$ cat src/rtl/lfsr_pkg.sv
// Shared types, seed constants and shift-rule helpers for the LFSR pair stepper and its decoder.
// Latency: none (package only).
// Backpressure: not applicable.
package lfsr_pkg;

    typedef enum logic [1:0] {
        IDLE    = 2'd0,
        SHIFT   = 2'd1,
        PRESENT = 2'd2
    } state_t;

    localparam logic [3:0] SEED_A_DEF   = 4'b1101;
    localparam logic [3:0] SEED_B_DEF   = 4'b1010;
    localparam int         TICK_DIV_DEF = 20_000_000;
    localparam int         STEPS_DEF    = 4;

    // Register A feeds back A[0] xnor A[2] into its MSB; period 6 from the default seed.
    function automatic logic [3:0] next_a(input logic [3:0] a);
        return {a[0] ^ ~a[2], a[3:1]};
    endfunction

    // Register B shifts in the bit A is about to drop, taken from the pre-shift A.
    function automatic logic [3:0] next_b(input logic [3:0] a, input logic [3:0] b);
        return {a[0], b[3:1]};
    endfunction

endpackage

$ cat src/rtl/tick_prescaler.sv
// Free-running divider producing a one-cycle tick every TICK_DIV enabled clocks.
// Latency: tick is combinational from the count register (high while count == TICK_DIV-1).
// Backpressure: none; enable low freezes the count, clear forces it to zero and masks tick.
module tick_prescaler #(
    parameter int TICK_DIV = 20_000_000
) (
    input  logic clk,
    input  logic rst_n,
    input  logic enable,
    input  logic clear,
    output logic tick
);

    localparam int            CW   = $clog2(TICK_DIV);
    localparam logic [CW-1:0] LAST = CW'(TICK_DIV - 1);

    logic [CW-1:0] count;

    assign tick = enable && !clear && (count == LAST);

    // Count enabled clocks, wrapping after the terminal value; clear wins over enable.
    always_ff @(posedge clk or negedge rst_n) begin
        if (!rst_n) begin
            count <= '0;
        end else if (clear) begin
            count <= '0;
        end else if (enable) begin
            count <= (count == LAST) ? '0 : count + 1'b1;
        end
    end

endmodule

$ cat src/rtl/lfsr_pair_stepper.sv
// Advances a coupled pair of 4-bit shift registers by STEPS shifts per prescaler tick and presents {A,B}.
// Latency: tick in cycle T -> out_valid from cycle T+STEPS+1; one shift per clock while busy.
// Backpressure: frame held stable while out_ready is low; ticks arriving while busy are dropped and flag overrun.
module lfsr_pair_stepper
    import lfsr_pkg::*;
#(
    parameter int         TICK_DIV = TICK_DIV_DEF,
    parameter int         STEPS    = STEPS_DEF,
    parameter logic [3:0] SEED_A   = SEED_A_DEF,
    parameter logic [3:0] SEED_B   = SEED_B_DEF,
    parameter bit         RELOAD   = 1'b1
) (
    input  logic       clk,
    input  logic       rst_n,
    input  logic       enable,
    input  logic       reseed,
    input  logic       out_ready,
    output logic       out_valid,
    output logic [3:0] out_a,
    output logic [3:0] out_b,
    output logic       busy,
    output logic       overrun,
    output logic [7:0] frame_cnt
);

    localparam logic [3:0] STEP_LAST = 4'(STEPS - 1);

    state_t     state;
    state_t     state_nxt;
    logic [3:0] step_cnt;
    logic [3:0] reg_a;
    logic [3:0] reg_b;
    logic       tick;
    logic       last_step;

    tick_prescaler #(
        .TICK_DIV (TICK_DIV)
    ) u_presc (
        .clk    (clk),
        .rst_n  (rst_n),
        .enable (enable),
        .clear  (reseed),
        .tick   (tick)
    );

    assign last_step = (step_cnt == STEP_LAST);
    assign out_valid = (state == PRESENT);
    assign busy      = (state != IDLE);

    // State register.
    always_ff @(posedge clk or negedge rst_n) begin
        if (!rst_n) begin
            state <= IDLE;
        end else begin
            state <= state_nxt;
        end
    end

    // Next-state: tick starts a frame, STEPS shifts later it is presented; reseed always returns to IDLE.
    always_comb begin
        state_nxt = state;
        case (state)
            IDLE:    if (tick)      state_nxt = SHIFT;
            SHIFT:   if (last_step) state_nxt = PRESENT;
            PRESENT: if (out_ready) state_nxt = IDLE;
            default:                state_nxt = IDLE;
        endcase
        if (reseed) begin
            state_nxt = IDLE;
        end
    end

    // Shift registers, output snapshot, step/frame counters and sticky overrun.
    always_ff @(posedge clk or negedge rst_n) begin
        if (!rst_n) begin
            reg_a     <= SEED_A;
            reg_b     <= SEED_B;
            out_a     <= SEED_A;
            out_b     <= SEED_B;
            step_cnt  <= '0;
            overrun   <= 1'b0;
            frame_cnt <= '0;
        end else if (reseed) begin
            reg_a     <= SEED_A;
            reg_b     <= SEED_B;
            out_a     <= SEED_A;
            out_b     <= SEED_B;
            step_cnt  <= '0;
            overrun   <= 1'b0;
            frame_cnt <= '0;
        end else begin
            if (tick && (state != IDLE)) begin
                overrun <= 1'b1;
            end
            case (state)
                IDLE: begin
                    if (tick) begin
                        step_cnt <= '0;
                    end
                end
                SHIFT: begin
                    reg_a    <= next_a(reg_a);
                    reg_b    <= next_b(reg_a, reg_b);
                    step_cnt <= step_cnt + 4'd1;
                    // Snapshot the post-shift values so out_a/out_b only move on entry to PRESENT.
                    if (last_step) begin
                        out_a <= next_a(reg_a);
                        out_b <= next_b(reg_a, reg_b);
                    end
                end
                PRESENT: begin
                    if (out_ready) begin
                        frame_cnt <= frame_cnt + 8'd1;
                        if (RELOAD) begin
                            reg_a <= SEED_A;
                            reg_b <= SEED_B;
                        end
                    end
                end
                default: ;
            endcase
        end
    end

endmodule

$ cat config.mk
export PLATFORM = sky130hd
export DESIGN_NAME = lfsr_pair_stepper
export DESIGN_NICKNAME = d
export VERILOG_FILES = /design/src/rtl/lfsr_pkg.sv /design/src/rtl/tick_prescaler.sv /design/src/rtl/lfsr_pair_stepper.sv
export SDC_FILE = /design/constraint.sdc
export NUM_CORES = 1
export LEC_CHECK = 0
export BUFFER_PORTS_ARGS = -buffer_cell sky130_fd_sc_hd__buf_2
export CAP_MARGIN = 20
export CORE_UTILIZATION = 50
export CTS_CLUSTER_DIAMETER = 120
export DETAILED_ROUTE_END_ITERATION = 7
export PLACE_DENSITY = 0.73
export SYNTH_ARGS = -nofsm -noshare
export SYNTH_HDL_FRONTEND = slang
export SYNTH_SLANG_ARGS = --single-unit
$ cat constraint.sdc
create_clock -name clk -period 2.55 [get_ports clk]
set_input_delay 0.1275 -clock clk [delete_from_list [all_inputs] [get_ports clk]]
set_output_delay 0.1275 -clock clk [all_outputs]
set_load 0.005 [all_outputs]
==> impl_metrics.json, run 1 <==
{
  "status": "finished clean",
  "regArea_sq_um": 1390,
  "ys_ff_latch": 55,
  "drive_gt1_share_pct": 16.4,
  "min_from": "out_ready",
  "dieArea_sq_um": 6060,
  "die_x_um": 77.8,
  "antenna_found_initial": 0,
  "rsz0062_at_grt": "no",
  "ys_seq_area_share_pct": 48.3,
  "wirelength_mm": 6.35,
  "hold_viol": 0,
  "yosysTopAreaCell": "dfrtp_1",
  "rr_worst_depth": 5,
  "end_kind": "flip-flop",
  "synth_common_cells": "dfrtp_1, nor2_1, nand2_1",
  "layout_setup_ws_ps": 205,
  "synth_mux_area_share_pct": 4.88,
  "hpwl_mm": 4.39,
  "yosysMostFrequentCell": "dfrtp_1",
  "clock-sinks": 55,
  "dr_total_vias": 2377,
  "synth_edf_count": 0,
  "slew_viol_final": 0,
  "skew_ps": 8.72,
  "required_ps": 2750,
  "num_io_pins": 24,
  "syn_avg_cell_area_sq_um": 9.52,
  "synth_top_area_share_pct": 39.2,
  "cts_inserted_buffers": 5,
  "gp_congestion": 0.943,
  "rows": 27,
  "cts_tree": "built",
  "max-cap-violations": 0,
  "fmax_mhz": 426,
  "final_nets": 331,
  "firstDrtPassIters": 5,
  "finalCritPeriodShare_pct": 92.0,
  "finalSetupTns_ps": 0,
  "r2r_setup_slack_ps": 200,
  "grt_pass1_wl_mm": 11.1,
  "postSynthCellCount": 302,
  "core_area_sq_um": 5510,
  "power_density_nw_per_um2": 452,
  "r2r_start": "u_presc.count[14]",
  "grt_pass1_vias": 2345,
  "yosysWarnings": 0,
  "h-tree-depth": 2,
  "dieHeight_um": 77.8,
  "layout_min_cycle_time_ps": 2350,
  "synth_compound_area_share_pct": 13.7,
  "worstHoldPathCells": 3,
  "startpoint_type": "flip-flop",
  "worst_hold_path_type": "in2reg",
  "synth_area_leaders": "dfrtp_1, dfstp_2, nor2_1, mux2i_1, xor2_1",
  "synth_ff_type": "dfrtp_1",
  "worstPathMaxFanout": 9,
  "wl_per_cell_um": 16.0,
  "preCtsSetupSlack_ps": 239,
  "grtUsageTotal_pct": 23.3,
  "finalPower_uw": 1430,
  "synth_nets": 310,
  "drc": 0,
  "slew_headroom_pct": 33.8,
  "synth_top_family_by_area": "simple AND/OR/NAND/NOR gates",
  "final_antenna_net_count": 0,
  "synthAdderAreaFrac_pct": 1.31,
  "diodes": 0,
  "synth_cell_type_count": 43,
  "synth-xor-area-share_pct": 4.57,
  "multiInputGateArea_sq_um": 1390,
  "tightest_slew_ps": 993,
  "grt_overflow": 0,
  "clk_latency_ps": 310,
  "cts_buffer_depth": 2,
  "peakVddDrop_uv": 342,
  "leakage_uw": 0.00137,
  "critPathKind": "reg2reg",
  "grt_max_degree": 29,
  "clockRootBuffer": "clkbuf_8",
  "critical_path_arrival_ps": 2540,
  "path_clk_slew_ps": 100,
  "syn-cell-area_sq_um": 2870,
  "drt_iter0_drc": 182,
  "setup_violations": 0,
  "min_to": "state[1]",
  "n_fill_cell": 488,
  "async_flop_share_pct": 100,
  "via_per_inst": 6.00,
  "portBuffers": 23,
  "synth-simple-area-share_pct": 24.0,
  "r2r_end": "u_presc.count[13]",
  "initial_core_util_pct": 52.2,
  "syn_to_final_growth_pct": 10.0
}
-- report_power, final --
part	switching, uW	internal (uW)
sequential	2.61	875
clock	289	200
combinational	49.4	13.7
-- placed cells by master (no fill, tap or decap), drive strengths merged, types with 11 or more instances in the layout --
cell and instances:
dfrtp 45, mux2i 14, nor2 38, nor3 11, a21oi 15, nand4 11
nand3 13, nand2 24, xor2 11, o21ai 21, buf 30
-- cell type report --
class,count,share of cell area [%]
clock buffer,6,2.30
clock inverter,2,0.554
inverter,6,0.712
multi-input combinational,224,44.0
sequential,55,43.9
tap,72,2.85
timing repair buffer,31,5.62
-- cells by family after synthesis --
kind of cell / Yosys count
fa+ha+maj: 3
mux: 14
buf+inv: 23
xor+xnor: 15
simple gates: 132
compound gates: 60
flops: 55
-- how the worst max path moves through the flow --
stage,from,cells past startpoint,slack (ps),endpoint
2_1_floorplan,u_presc.count[14],6,530,u_presc.count[13]
3_3_place_gp,u_presc.count[14],5,320,u_presc.count[3]
3_5_place_dp,u_presc.count[14],5,240,u_presc.count[5]
4_1_cts,u_presc.count[14],5,210,u_presc.count[5]
5_1_grt,u_presc.count[14],5,110,u_presc.count[13]
6_report,u_presc.count[14],5,200,u_presc.count[13]
-- critical path: stages, from the launching register on --
cell and delay [ps]:
dfrtp_1 450, or4_4 550, nor4_4 440, and2_1 380, o21ai_1 130, a32o_1 280
-- repair_timing --
| item | CTS | global route |
|---|---|---|
| gates resized for setup | 0 | 0 |
| setup buffers | 0 | 0 |
| hold endpoints to repair | 26 | 0 |
| hold buffers | 1 | 0 |
-- sequential cells by signal, indices dropped and copies added, names as in the netlist --
signal / flops
step_cnt: 4
u_presc.count: 25
out_b: 4
state: 2
overrun: 1
reg_a: 4
reg_b: 3
frame_cnt: 8
out_a: 4
-- routing by layer --
metal	share of wire, %	up-vias	track usage [%]
li1	-	1139	-
met1	45	1161	31.1
met2	49	67	37.5
met3	4.1	10	5.29
met4	1.4	0	7.92
met5	0	-	0
-- per-stage QoR --
stage | utilization [%] | instance area, sq um | std cells | hold slack, ps
global route | 57.4 | 3160 | 396 | 113
CTS | 57.4 | 3160 | 396 | 90.8
finish | 57.4 | 3160 | 396 | 117
floorplan | - | 2870 | 302 | -168
global placement | 55.6 | 3060 | 387 | 191
detailed placement | 55.6 | 3060 | 387 | 189
Note: power is estimated with default switching activity, not from simulation.
==> run 2, diff against run 1 <==
- RECOVER_POWER: unset -> 50
==> impl_metrics.json, run 2 (same netlist as run 1, synthesis figures left out) <==
{
  "firstDrtPassIters": 5,
  "core_area_sq_um": 5510,
  "drt_iter0_drc": 198,
  "final_cell_mix": "dfrtp_1, nor2_1, nand2_1, buf_2",
  "largest_reg_flops": 25,
  "critPathKind": "reg2reg",
  "num_io_pins": 24,
  "r2r_start": "u_presc.count[14]",
  "grt_pass1_wl_mm": 11.1,
  "power_density_nw_per_um2": 453,
  "violations": "max-capacitance violations, max-slew violations",
  "die_x_um": 77.8,
  "max-cap-violations": 1,
  "final_antenna_net_count": 0,
  "slew_viol_final": 29,
  "drc": 0,
  "cp_cell_sequence": "or4_4 -> nor4_4 -> and2_1 -> o21ai_1 -> a32o_1",
  "wl_per_cell_um": 16.0,
  "clockRootBuffer": "clkbuf_8",
  "leakage_uw": 0.00134,
  "worstHoldPathCells": 3,
  "finalCritPeriodShare_pct": 91.7,
  "diodes": 0,
  "clk_latency_ps": 310,
  "cts-resized-gates": 0,
  "skew_ps": 7.89,
  "final_common_cell": "dfrtp_1",
  "drive_gt1_share_pct": 13.9,
  "largest_register": "u_presc.count",
  "hpwl_mm": 4.39,
  "min_to": "state[1]",
  "cts_inserted_buffers": 5,
  "finalPower_uw": 1430,
  "syn_to_final_growth_pct": 9.58,
  "cp_top_family": "simple AND/OR/NAND/NOR gates",
  "initial_core_util_pct": 52.2,
  "finalSetupTns_ps": 0,
  "grtUsageTotal_pct": 23.3,
  "critical_path_arrival_ps": 2540,
  "min_from": "out_ready",
  "seqPwrFrac_pct": 61.5,
  "reg_top3": "u_presc.count: 25 flops, frame_cnt: 8 flops",
  "grt_pass1_vias": 2345,
  "rsz0062_at_grt": "no",
  "h-tree-depth": 2,
  "cts_buffer_depth": 2,
  "path_clk_slew_ps": 100,
  "startpoint_type": "flip-flop",
  "max_stage_delay_ps": 550,
  "required_ps": 2750,
  "dr_total_vias": 2373,
  "antenna_found_initial": 0,
  "wirelength_mm": 6.34,
  "via_per_inst": 5.99,
  "slew_headroom_pct": -0.976,
  "p_comb_share_pct": 4.4,
  "grt_max_degree": 29,
  "portBuffers": 23,
  "postCtsSetupRepairBufs": 0,
  "rr_worst_depth": 5,
  "tightest_slew_ps": 1510,
  "setup_violations": 0,
  "r2r_end": "u_presc.count[5]",
  "p_sw_share_pct": 23.8,
  "worst_hold_path_type": "in2reg",
  "layout_setup_ws_ps": 212,
  "gp_congestion": 0.943,
  "cp_num_buf_inv": 0,
  "cellInternalPower_uw": 1090,
  "clock-sinks": 55,
  "dieArea_sq_um": 6060,
  "dieHeight_um": 77.8,
  "fmax_mhz": 428,
  "worstPathMaxFanout": 9,
  "status": "finished with violations",
  "final_nets": 331,
  "p_clk_share_pct": 34.2,
  "rows": 27,
  "cts_tree": "built",
  "r2r_setup_slack_ps": 210,
  "cpMaxStageDelayCell": "or4_4",
  "end_kind": "flip-flop",
  "hold_viol": 0,
  "peakVddDrop_uv": 342,
  "layout_min_cycle_time_ps": 2340,
  "grt_overflow": 0,
  "preCtsSetupSlack_ps": 239,
  "p_sw_uw": 340
}
## run 2: cell count changes in the layout (fill, tap and decap cells not counted)
cell / delta
dfstp_1: +2
clkbuf_1: +6
buf_4: -2
clkbuf_2: +2
dfstp_2: -2
buf_2: -6
## run 2: layout make-up
cell class,count,area [sq um]
Tap cell,72,90.1
Sequential cell,55,1390
Clock inverter,2,17.5
Timing Repair Buffer,31,165
Fill cell,493,2360
Inverter,6,22.5
Multi-Input combinational cell,224,1390
Clock buffer,6,72.6
## run 2: how the worst max path moves through the flow
stage	from	to	slack [ps]	depth (start not counted)
finish	u_presc.count[14]	u_presc.count[5]	210	5
global route	u_presc.count[14]	u_presc.count[13]	110	5
CTS	u_presc.count[14]	u_presc.count[5]	210	5
detailed placement	u_presc.count[14]	u_presc.count[5]	240	5
global placement	u_presc.count[14]	u_presc.count[3]	320	5
floorplan	u_presc.count[14]	u_presc.count[13]	530	6
## run 2: repair_timing
action / 4_1_cts / 5_1_grt
setup endpoints to repair: 0 / 0
endpoints found under the hold margin: 26 / 0
hold buffers: 1 / 0
## run 2: through the flow
stage               cells  hold WS (ps)  area (sq um)  utilization (%)
finish                396           119          3150             57.2
global route          396           113          3150             57.2
CTS                   396          90.8          3160             57.4
detailed placement    387           189          3060             55.6
global placement      387           191          3060             55.6
floorplan             302          -168          2870                -
## run 2: power groups by stage
stage          Combinational [uW]  Clock, uW  Sequential, uW
3_5_place_dp                 64.0          0             894
4_1_cts                      65.0        513             877
3_3_place_gp                 63.4          0             894
2_1_floorplan                29.8          0             893
5_1_grt                      72.4        547             878
6_report                     62.2        488             877
## run 2: worst reg2reg max path: stages, from the launching register on
cell and delay (ps):
dfrtp_1 450, or4_4 550, nor4_4 430, and2_1 380
o21ai_1 130, a32o_1 280
## run 2: layer usage
layer | track usage (%) | up-vias | part of all wire [%]
met1 | 31.1 | 1164 | 46
li1 | - | 1136 | -
met4 | 7.92 | 0 | 1.4
met5 | 0 | - | 0
met3 | 5.29 | 10 | 4.3
met2 | 37.5 | 63 | 49
